**config.mk**
```make
export PLATFORM = sky130hd
export DESIGN_NAME = image_write
export DESIGN_NICKNAME = d
export VERILOG_FILES = /design/src/rtl/image_write_pkg.sv /design/src/rtl/image_write_addr.sv /design/src/rtl/image_write.sv
export SDC_FILE = /design/constraint.sdc
export NUM_CORES = 1
export LEC_CHECK = 0
export ABC_CLOCK_PERIOD_IN_PS = 4700
export CORE_MARGIN = 10
export CORE_UTILIZATION = 45
export CTS_CLUSTER_SIZE = 16
export DETAILED_ROUTE_END_ITERATION = 16
export PLACE_DENSITY = 0.76
export SETUP_SLACK_MARGIN = 0.2
export SLEW_MARGIN = 10
export SYNTH_ARGS = -nofsm -noshare
export SYNTH_HDL_FRONTEND = slang
export SYNTH_SLANG_ARGS = --single-unit
```
**constraint.sdc**
```tcl
create_clock -name clk -period 4.7 [get_ports clk]
set_input_delay 0.47 -clock clk [delete_from_list [all_inputs] [get_ports clk]]
set_output_delay 0.47 -clock clk [all_outputs]
set_load 0.05 [all_outputs]
```
**src/rtl/image_write_pkg.sv**
```systemverilog
`default_nettype none
// ============================================================================
//  Module      : image_write_pkg
//  Description : Shared constants for the image_write stream-to-memory writer.
//                Config register addresses on the shared cfg bus (placed so
//                they stay clear of the image_read CFG_IR_* range) and the
//                controller state encoding.
//  Revision    : 1.0 - initial release
// ============================================================================
package image_write_pkg;

    // cfg bus register map
    localparam int unsigned CFG_IW_BASE   = 8;   // start address
    localparam int unsigned CFG_IW_IMG_W  = 9;   // [15:0]  width-1
    localparam int unsigned CFG_IW_IMG_DH = 10;  // {depth_groups-1, height-1}
    localparam int unsigned CFG_IW_STRIDE = 11;  // {plane_stride, row_stride}

    // Controller state encoding
    typedef logic [0:0] state_t;
    localparam state_t ST_IDLE   = 1'b0;
    localparam state_t ST_ACTIVE = 1'b1;

endpackage : image_write_pkg
`default_nettype wire

```
**src/rtl/image_write_addr.sv**
```systemverilog
`default_nettype none
// ============================================================================
//  Module      : image_write_addr
//  Description : Frame address generator. Walks width/height/depth counters
//                and keeps row/plane start addresses as running sums of the
//                strides, so no multiplier is needed.
//  Ports       : start_i  - load counters and accumulators from base_i
//                adv_i    - one beat accepted; step to the next position
//                *_m1_i   - frame dimensions minus one
//                addr_o   - address of the current position
//                final_o  - current position is the last of the frame
//  Revision    : 1.0 - initial release
// ============================================================================
module image_write_addr #(
    parameter int MEM_AWIDTH = 16
) (
    input  logic                  clk,
    input  logic                  rst,
    input  logic                  start_i,
    input  logic                  adv_i,
    input  logic [MEM_AWIDTH-1:0] base_i,
    input  logic [15:0]           w_m1_i,
    input  logic [15:0]           h_m1_i,
    input  logic [15:0]           d_m1_i,
    input  logic [MEM_AWIDTH-1:0] row_stride_i,
    input  logic [MEM_AWIDTH-1:0] plane_stride_i,
    output logic [MEM_AWIDTH-1:0] addr_o,
    output logic                  final_o
);

    logic [15:0]           w_cnt_q, w_cnt_d;
    logic [15:0]           h_cnt_q, h_cnt_d;
    logic [15:0]           d_cnt_q, d_cnt_d;
    logic [MEM_AWIDTH-1:0] row_addr_q, row_addr_d;
    logic [MEM_AWIDTH-1:0] plane_addr_q, plane_addr_d;
    logic [MEM_AWIDTH-1:0] plane_next;
    logic                  w_last, h_last, d_last;

    assign w_last     = (w_cnt_q == w_m1_i);
    assign h_last     = (h_cnt_q == h_m1_i);
    assign d_last     = (d_cnt_q == d_m1_i);
    assign plane_next = plane_addr_q + plane_stride_i;

    assign final_o = w_last & h_last & d_last;
    // Modulo-2^MEM_AWIDTH sum; wrap-around is intentional
    assign addr_o  = row_addr_q + MEM_AWIDTH'(w_cnt_q);

    always_comb begin
        w_cnt_d      = w_cnt_q;
        h_cnt_d      = h_cnt_q;
        d_cnt_d      = d_cnt_q;
        row_addr_d   = row_addr_q;
        plane_addr_d = plane_addr_q;
        if (start_i) begin
            w_cnt_d      = '0;
            h_cnt_d      = '0;
            d_cnt_d      = '0;
            row_addr_d   = base_i;
            plane_addr_d = base_i;
        end else if (adv_i) begin
            if (!w_last) begin
                w_cnt_d = w_cnt_q + 16'd1;
            end else begin
                w_cnt_d = '0;
                if (!h_last) begin
                    h_cnt_d    = h_cnt_q + 16'd1;
                    row_addr_d = row_addr_q + row_stride_i;
                end else begin
                    // Next plane: the row pointer restarts at the new plane
                    h_cnt_d      = '0;
                    d_cnt_d      = d_last ? 16'd0 : d_cnt_q + 16'd1;
                    plane_addr_d = plane_next;
                    row_addr_d   = plane_next;
                end
            end
        end
    end

    always_ff @(posedge clk or negedge rst) begin
        if (!rst) begin
            w_cnt_q      <= '0;
            h_cnt_q      <= '0;
            d_cnt_q      <= '0;
            row_addr_q   <= '0;
            plane_addr_q <= '0;
        end else begin
            w_cnt_q      <= w_cnt_d;
            h_cnt_q      <= h_cnt_d;
            d_cnt_q      <= d_cnt_d;
            row_addr_q   <= row_addr_d;
            plane_addr_q <= plane_addr_d;
        end
    end

endmodule : image_write_addr
`default_nettype wire

```
**src/rtl/image_write.sv**
```systemverilog
`default_nettype none
// ============================================================================
//  Module      : image_write
//  Description : Ready/valid pixel-group stream to image-buffer writer.
//                Configured over the cfg bus while idle, started by `next`,
//                writes one group per accepted beat at base + strided offset.
//  Ports       : cfg_*      - config register write bus
//                next       - start-of-frame pulse (ignored while active)
//                image_*    - input stream (bus/last/val/rdy)
//                wr_*       - memory write port (one cycle after acceptance)
//                done       - pulses with the final write
//                error      - sticky frame-length mismatch flag
//  Revision    : 1.0 - initial release
// ============================================================================
module image_write
    import image_write_pkg::*;
#(
    parameter int CFG_DWIDTH = 32,
    parameter int CFG_AWIDTH = 5,
    parameter int GROUP_NB   = 4,
    parameter int IMG_WIDTH  = 16,
    parameter int MEM_AWIDTH = 16
) (
    input  logic                          clk,
    input  logic                          rst,
    input  logic [CFG_DWIDTH-1:0]         cfg_data,
    input  logic [CFG_AWIDTH-1:0]         cfg_addr,
    input  logic                          cfg_valid,
    input  logic                          next,
    input  logic [GROUP_NB*IMG_WIDTH-1:0] image_bus,
    input  logic                          image_last,
    input  logic                          image_val,
    output logic                          image_rdy,
    output logic                          wr_val,
    output logic [MEM_AWIDTH-1:0]         wr_addr,
    output logic [GROUP_NB*IMG_WIDTH-1:0] wr_data,
    output logic                          done,
    output logic                          error
);

    localparam int DW = GROUP_NB * IMG_WIDTH;

    state_t                state_q, state_d;
    logic                  start, accept, rdy;
    logic [MEM_AWIDTH-1:0] base_q;
    logic [15:0]           w_m1_q, h_m1_q, d_m1_q, rs_q, ps_q;
    logic [MEM_AWIDTH-1:0] addr;
    logic                  is_final;
    logic                  wr_val_q, done_q, error_q, error_d;
    logic [MEM_AWIDTH-1:0] wr_addr_q;
    logic [DW-1:0]         wr_data_q;

    // ---------------- FSM: state register ----------------
    always_ff @(posedge clk or negedge rst) begin
        if (!rst) state_q <= ST_IDLE;
        else      state_q <= state_d;
    end

    // ---------------- FSM: next state ----------------
    always_comb begin
        state_d = state_q;
        case (state_q)
            ST_IDLE:   if (next)               state_d = ST_ACTIVE;
            ST_ACTIVE: if (accept && is_final) state_d = ST_IDLE;
            default:                           state_d = ST_IDLE;
        endcase
    end

    // ---------------- FSM: outputs ----------------
    // Ready is a pure decode of the state register, so it rises the cycle
    // after `next` is sampled and drops the cycle after the final beat.
    always_comb begin
        rdy    = (state_q == ST_ACTIVE);
        start  = (state_q == ST_IDLE) && next;
        accept = rdy && image_val;
    end

    // ---------------- Config registers (idle only) ----------------
    always_ff @(posedge clk or negedge rst) begin
        if (!rst) begin
            base_q <= '0;
            w_m1_q <= '0;
            h_m1_q <= '0;
            d_m1_q <= '0;
            rs_q   <= '0;
            ps_q   <= '0;
        end else if (cfg_valid && state_q == ST_IDLE) begin
            if (cfg_addr == CFG_AWIDTH'(CFG_IW_BASE))
                base_q <= cfg_data[MEM_AWIDTH-1:0];
            if (cfg_addr == CFG_AWIDTH'(CFG_IW_IMG_W))
                w_m1_q <= cfg_data[15:0];
            if (cfg_addr == CFG_AWIDTH'(CFG_IW_IMG_DH)) begin
                h_m1_q <= cfg_data[15:0];
                d_m1_q <= cfg_data[31:16];
            end
            if (cfg_addr == CFG_AWIDTH'(CFG_IW_STRIDE)) begin
                rs_q <= cfg_data[15:0];
                ps_q <= cfg_data[31:16];
            end
        end
    end

    image_write_addr #(
        .MEM_AWIDTH (MEM_AWIDTH)
    ) u_addr (
        .clk            (clk),
        .rst            (rst),
        .start_i        (start),
        .adv_i          (accept),
        .base_i         (base_q),
        .w_m1_i         (w_m1_q),
        .h_m1_i         (h_m1_q),
        .d_m1_i         (d_m1_q),
        .row_stride_i   (MEM_AWIDTH'(rs_q)),
        .plane_stride_i (MEM_AWIDTH'(ps_q)),
        .addr_o         (addr),
        .final_o        (is_final)
    );

    // Length check: image_last must coincide exactly with the counter-defined
    // final beat; any disagreement latches error until the next start.
    always_comb begin
        error_d = error_q;
        if (start)
            error_d = 1'b0;
        else if (accept && (image_last != is_final))
            error_d = 1'b1;
    end

    // ---------------- Write port ----------------
    always_ff @(posedge clk or negedge rst) begin
        if (!rst) begin
            wr_val_q  <= 1'b0;
            wr_addr_q <= '0;
            wr_data_q <= '0;
            done_q    <= 1'b0;
            error_q   <= 1'b0;
        end else begin
            wr_val_q <= accept;
            done_q   <= accept && is_final;
            error_q  <= error_d;
            if (accept) begin
                wr_addr_q <= addr;
                wr_data_q <= image_bus;
            end
        end
    end

    assign image_rdy = rdy;
    assign wr_val    = wr_val_q;
    assign wr_addr   = wr_addr_q;
    assign wr_data   = wr_data_q;
    assign done      = done_q;
    assign error     = error_q;

endmodule : image_write
`default_nettype wire

```
* After elaboration in Yosys (flattened, before gate mapping)
Index checks and enable logic that the tools add are counted.
Operators by class: $add $sub $neg 6, $mul 0, div/mod/pow operators 0, magnitude comparators 0, equal/unequal tests 8, shift-type cells 0, multiplexer cells 25, bitwise gates (word level) 3, reductions and logical operators 15
Operators with widths (number):
- $mux W16 | 20
- $add A16 B1 Y16 const B | 3
- $add A16 B16 Y16 | 3
- $eq A16 B16 Y1 | 3
- $eq A5 B4 Y1 const B | 4
- $reduce_and A2 Y1 | 5
- $reduce_bool A2 Y1 | 4
- $logic_and A1 B1 Y1 | 5
- $mux W1 | 4
- $reduce_and A3 Y1 | 1
- $and A1 B1 Y1 | 2
- $pmux W1 S2 | 1
- $ne A1 B1 Y1 | 1
- $not A1 Y1 | 1
Word-level totals: register bits 260, latch bits 0, memory bits (writable) 0, bits in read-only memories 0, input port bits 107, output and inout bits 84, word-level logic and storage cells 74, memories kept 0

* Logic depth before layout (Yosys ltp)
depth in word-level cells 7, mapped depth 12, depth with buffers taken out 12

* Hierarchy
A second synthesis with hierarchy kept.
Second synthesis, totals: cell total of the unflattened synthesis 1150, area total of the unflattened synthesis 13310.3 µm²
Modules (own cells, without submodules):
- image_write | times used 1, cells an instance 389, area an instance 6745.2 µm², sequential area each 4504.3 µm²
- image_write_addr | times used 1, cells an instance 761, area an instance 6565.0 µm², sequential area each 2001.9 µm²

* Worst setup path after synthesis
OpenSTA, ideal clock, no wires.
path kind reg-to-reg, from register u_addr.row_addr_q[0], to register u_addr.row_addr_q[14], setup time 140 ps, data arrival time 2715 ps, data required time 4560 ps, path slack 1845 ps, cell stages (with the launch flop) 12, buffers on the path 0, period minus slack after synthesis 2855 ps, cells stage by stage dfrtp_1 -> ha_1 -> fa_1 -> a21o_1 -> a21oi_1 -> o21bai_1 -> a2111o_1 -> a41oi_1 -> o21ai_1 -> a21oi_1 -> mux2i_1 -> a31oi_1
On the way: cells in the longest elaborated chain, start to end 5
Ends and longest elaborated chain:
- start: declaration | line image_write_addr.sv:34 | logic [MEM_AWIDTH-1:0] row_addr_q, row_addr_d;
- start signal: assignment | line image_write_addr.sv:90 | row_addr_q <= row_addr_d;
- $add A16 B16 Y16 | line image_write_addr.sv:67 | row_addr_d = row_addr_q + row_stride_i;
- $mux W16 | line image_write_addr.sv:65 | if (!h_last) begin
- $mux W16 | line image_write_addr.sv:61 | if (!w_last) begin
- $mux W16 | line image_write_addr.sv:60 | end else if (adv_i) begin
- $mux W16 | line image_write_addr.sv:54 | if (start_i) begin
No other way between the ends. The select of a mux whose other input is x is not followed. A chain may end at the register's enable or synchronous reset.

* Final worst setup path
from register u_addr.w_cnt_q[6], to register u_addr.d_cnt_q[9]
On the way: cells in the longest elaborated chain, start to end 3
Ends and longest elaborated chain:
- start: declaration | line image_write_addr.sv:31 | logic [15:0] w_cnt_q, w_cnt_d;
- start signal: assignment | line image_write_addr.sv:87 | w_cnt_q <= w_cnt_d;
- $eq A16 B16 Y1 | line image_write_addr.sv:39 | assign w_last = (w_cnt_q == w_m1_i);
- $reduce_bool A2 Y1 (no line)
- $reduce_and A3 Y1 (no line)
- end signal: assignment | line image_write_addr.sv:89 | d_cnt_q <= d_cnt_d;
- end: declaration | line image_write_addr.sv:33 | logic [15:0] d_cnt_q, d_cnt_d;
No other way between the ends.

==> flow_metrics.py <==
metrics = {
    "setup_path": {
        "worstPathArrival_ns": 3.84,
        "path_cells": "xor2_1, nor4_2, nand4_2, or2_1, nor2_1, nor2_1, o21ai_0, o31ai_1",
        "r2r_start": "u_addr.w_cnt_q[6]",
        "path_max_fanout": 11,
        "critPathKind": "reg2reg",
        "end_kind": "register",
        "rrSetupSlack_ns": 1.28,
        "r2r_cells": 8,
        "path_common_cell": "nor2_1",
        "critPathBufInv": 0,
        "cp.required_ns": 5.12,
        "crit_slowest_cell": "nor2_1",
        "worstReg2RegEnd": "u_addr.d_cnt_q[9]",
        "critical_path.max_stage_delay_ns": 0.83,
        "cp-start-kind": "register",
        "critPathTopFamily": "simple AND/OR/NAND/NOR gates",
    },
    "placement": {
        "dp_worst_setup_slack_ns": 1.34,
        "place_area_sq_mm": 0.0153,
        "dp_hpwl_um": 26100,
        "gp_congestion": 0.894,
        "port-buffer-count": 190,
    },
    "clocking": {
        "cts.clk_slew.worst_paths_ns": 0.06,
        "cts_resized": 0,
        "postCtsSetupBuffers": 0,
        "clkSinkCount": 260,
        "postCtsHoldBufs": 0,
        "cts_tree": "built",
        "cts.root.buffer_cell": "clkbuf_16",
        "cts_inserted_buffers": 29,
        "clockBufferDepth": 3,
        "clkLatencyLatePin_ns": 0.54,
        "cts_htree_levels": 1,
    },
    "synthesis": {
        "synth_edf_count": 0,
        "ys_warn_count": 0,
        "synth-adder-area-share_pct": 5.10,
        "synthDistinctLibCells": 61,
        "ys_ff_latch": 260,
        "synth_ff_type": "dfrtp_1",
        "synth-async-reset-ratio_pct": 100,
        "syn_area_per_cell_sq_um": 10.1,
        "syn-num-nets": 1444,
        "synth_top_family_by_area": "simple AND/OR/NAND/NOR gates",
        "synthMuxAreaShare_pct": 8.89,
        "synth-xor-area-share_pct": 7.88,
        "synth.cell_area_sq_mm": 0.0130,
        "netlist_instances": 1286,
        "yosys.area_share.simple_pct": 17.1,
        "synth_compound_area_share_pct": 8.95,
        "synth-seq-area-share_pct": 50.2,
    },
    "finish": {
        "layout_common_cells": "290 x nand2_1, 260 x dfrtp_1, 189 x clkdlybuf4s50_1, 96 x mux2_2, 88 x nor2_1",
        "drive_above_1_share_pct": 12.0,
        "area_delta_synth_final_pct": 25.7,
        "fin_nets": 1632,
        "largest_reg_flops": 64,
        "layout_commonest_cell": "nand2_1",
        "fin_area_sq_mm": 0.0163,
        "fill_cells": 2399,
    },
    "floorplan": {
        "rows": 62,
        "core_area_sq_mm": 0.0285,
        "die_h_um": 190,
        "ios": 191,
        "initial_core_util_pct": 45.4,
        "fp.dieW_um": 190,
        "dieArea_sq_mm": 0.0360,
    },
    "timing": {
        "maxSlewViolCount": 0,
        "rsz0062_at_grt": "no",
        "setup_ws_ns": 1.28,
        "finalSetupViolations": 0,
        "max-slew-margin-rel_pct": 27.9,
        "worstMarginPinSlew_ns": 1.08,
        "finalCritPeriodShare_pct": 72.8,
        "max_clock_freq_ghz": 0.292,
        "layout_min_cycle_time_ns": 3.42,
        "skew_ns": 0.0153,
        "tns_ns": 0,
        "finalHoldViolations": 0,
    },
    "power_and_ir_drop": {
        "power_density_mw_per_mm2": 563,
        "irDropWorstVdd_mv": 0.346,
        "p_leak_uw": 0.00807,
    },
    "global_route": {
        "grt-ovfl-total": 0,
        "antenna_found_initial": 1,
        "grt_pass1_vias": 10300,
        "grt_max_degree": 121,
        "grt_use_total_pct": 19.0,
        "grt_pass1_wl_um": 55700,
    },
    "drt": {
        "vias_per_cell": 5.38,
        "drt_pass1_iterations": 5,
        "drtIter0Drc": 796,
        "routedWlPerCell_um": 18.8,
        "wirelength_um": 35300,
        "vias": 10100,
        "ant_nets": 0,
        "drc": 0,
    },
    "job": {
        "cap_violations": 0,
    },
    "worst_hold_path": {
        "hp-class": "in2async",
    },
    "status": {
        "status": "complete, no violations",
    },
}
[routing by layer]
metal,global-route usage (%),wire [um],vias up
met5,0,0,-
met4,7.45,1380,0
met3,2.47,1770,82
met2,32.2,17400,319
met1,24.2,14700,4932
li1,-,-,4796
[how the worst max path moves through the flow]
stage                                     from               endpoint  slack, ns  depth (start not counted)
after global routing         u_addr.h_cnt_q[5]      u_addr.d_cnt_q[9]       1.04                          7
after floorplan           u_addr.row_addr_q[0]  u_addr.row_addr_q[14]       1.84                         11
after global placement               image_val     u_addr.d_cnt_q[10]       1.38                          7
final                        u_addr.w_cnt_q[6]      u_addr.d_cnt_q[9]       1.28                          8
after detailed placement             image_val      u_addr.d_cnt_q[9]       1.34                          7
after CTS                    u_addr.w_cnt_q[6]      u_addr.d_cnt_q[9]       1.36                          8
[layout make-up]
class / count / area, sq um / share of cell area (%)
Clock buffer: 36 / 812 / 4.99
Clock inverter: 17 / 171 / 1.05
Sequential cell: 260 / 6510 / 40.0
Timing Repair Buffer: 202 / 2010 / 12.3
Inverter: 18 / 67.6 / 0.415
Antenna cell: 1 / 2.50 / 0.0154
Multi-Input combinational cell: 963 / 6230 / 38.3
Tap cell: 384 / 480 / 2.95
[per-stage QoR]
stage	hold WS (ns)	utilization, %	std cells	total power, uW
2_1_floorplan	0.174	-	1286	5620
3_3_place_gp	0.457	53.6	1827	6780
3_5_place_dp	0.461	53.6	1827	6870
4_1_cts	0.0597	57.0	1880	9210
5_1_grt	0.0818	57.0	1880	9690
6_report	0.0225	57.0	1881	9170
[power breakdown]
group / switching [uW] / total (uW) / internal, uW
clock network: 924 / 2310 / 1390
registers: 400 / 3130 / 2730
logic: 2360 / 3730 / 1370
total: 3680 / 9170 / 5490
[cell usage after synthesis, types with 4 or more instances]
cell | instances | area, sq um
o21bai_1 | 4 | 30.0
mux2i_1 | 7 | 70.1
nor2b_1 | 8 | 50.1
nor3_1 | 17 | 85.1
nor2_1 | 88 | 330
xor2_1 | 85 | 744
nor4_1 | 9 | 56.3
nor4_2 | 4 | 50.1
o31ai_1 | 6 | 45.0
a211oi_1 | 7 | 52.6
nand3_1 | 25 | 125
ha_1 | 48 | 601
or3_1 | 5 | 31.3
inv_1 | 17 | 63.8
buf_1 | 5 | 18.8
o21a_1 | 5 | 37.5
a31oi_1 | 12 | 75.1
o22ai_1 | 7 | 43.8
mux2_2 | 96 | 1080
nand2_1 | 291 | 1090
o21ai_0 | 72 | 360
a21o_1 | 10 | 75.1
clkbuf_1 | 37 | 139
xnor2_1 | 29 | 254
a21oi_1 | 40 | 200
dfrtp_1 | 260 | 6510
and3_1 | 19 | 119
nand4_1 | 14 | 87.6
nand2b_1 | 10 | 62.6
[logic make-up after synthesis]
kind of cell | count (synthesis)
fa+ha+maj | 51
compound gates | 189
xor+xnor | 115
mux | 103
simple gates | 505
buf+inv | 63
flops | 260
Note: power is estimated with default switching activity, not from simulation.
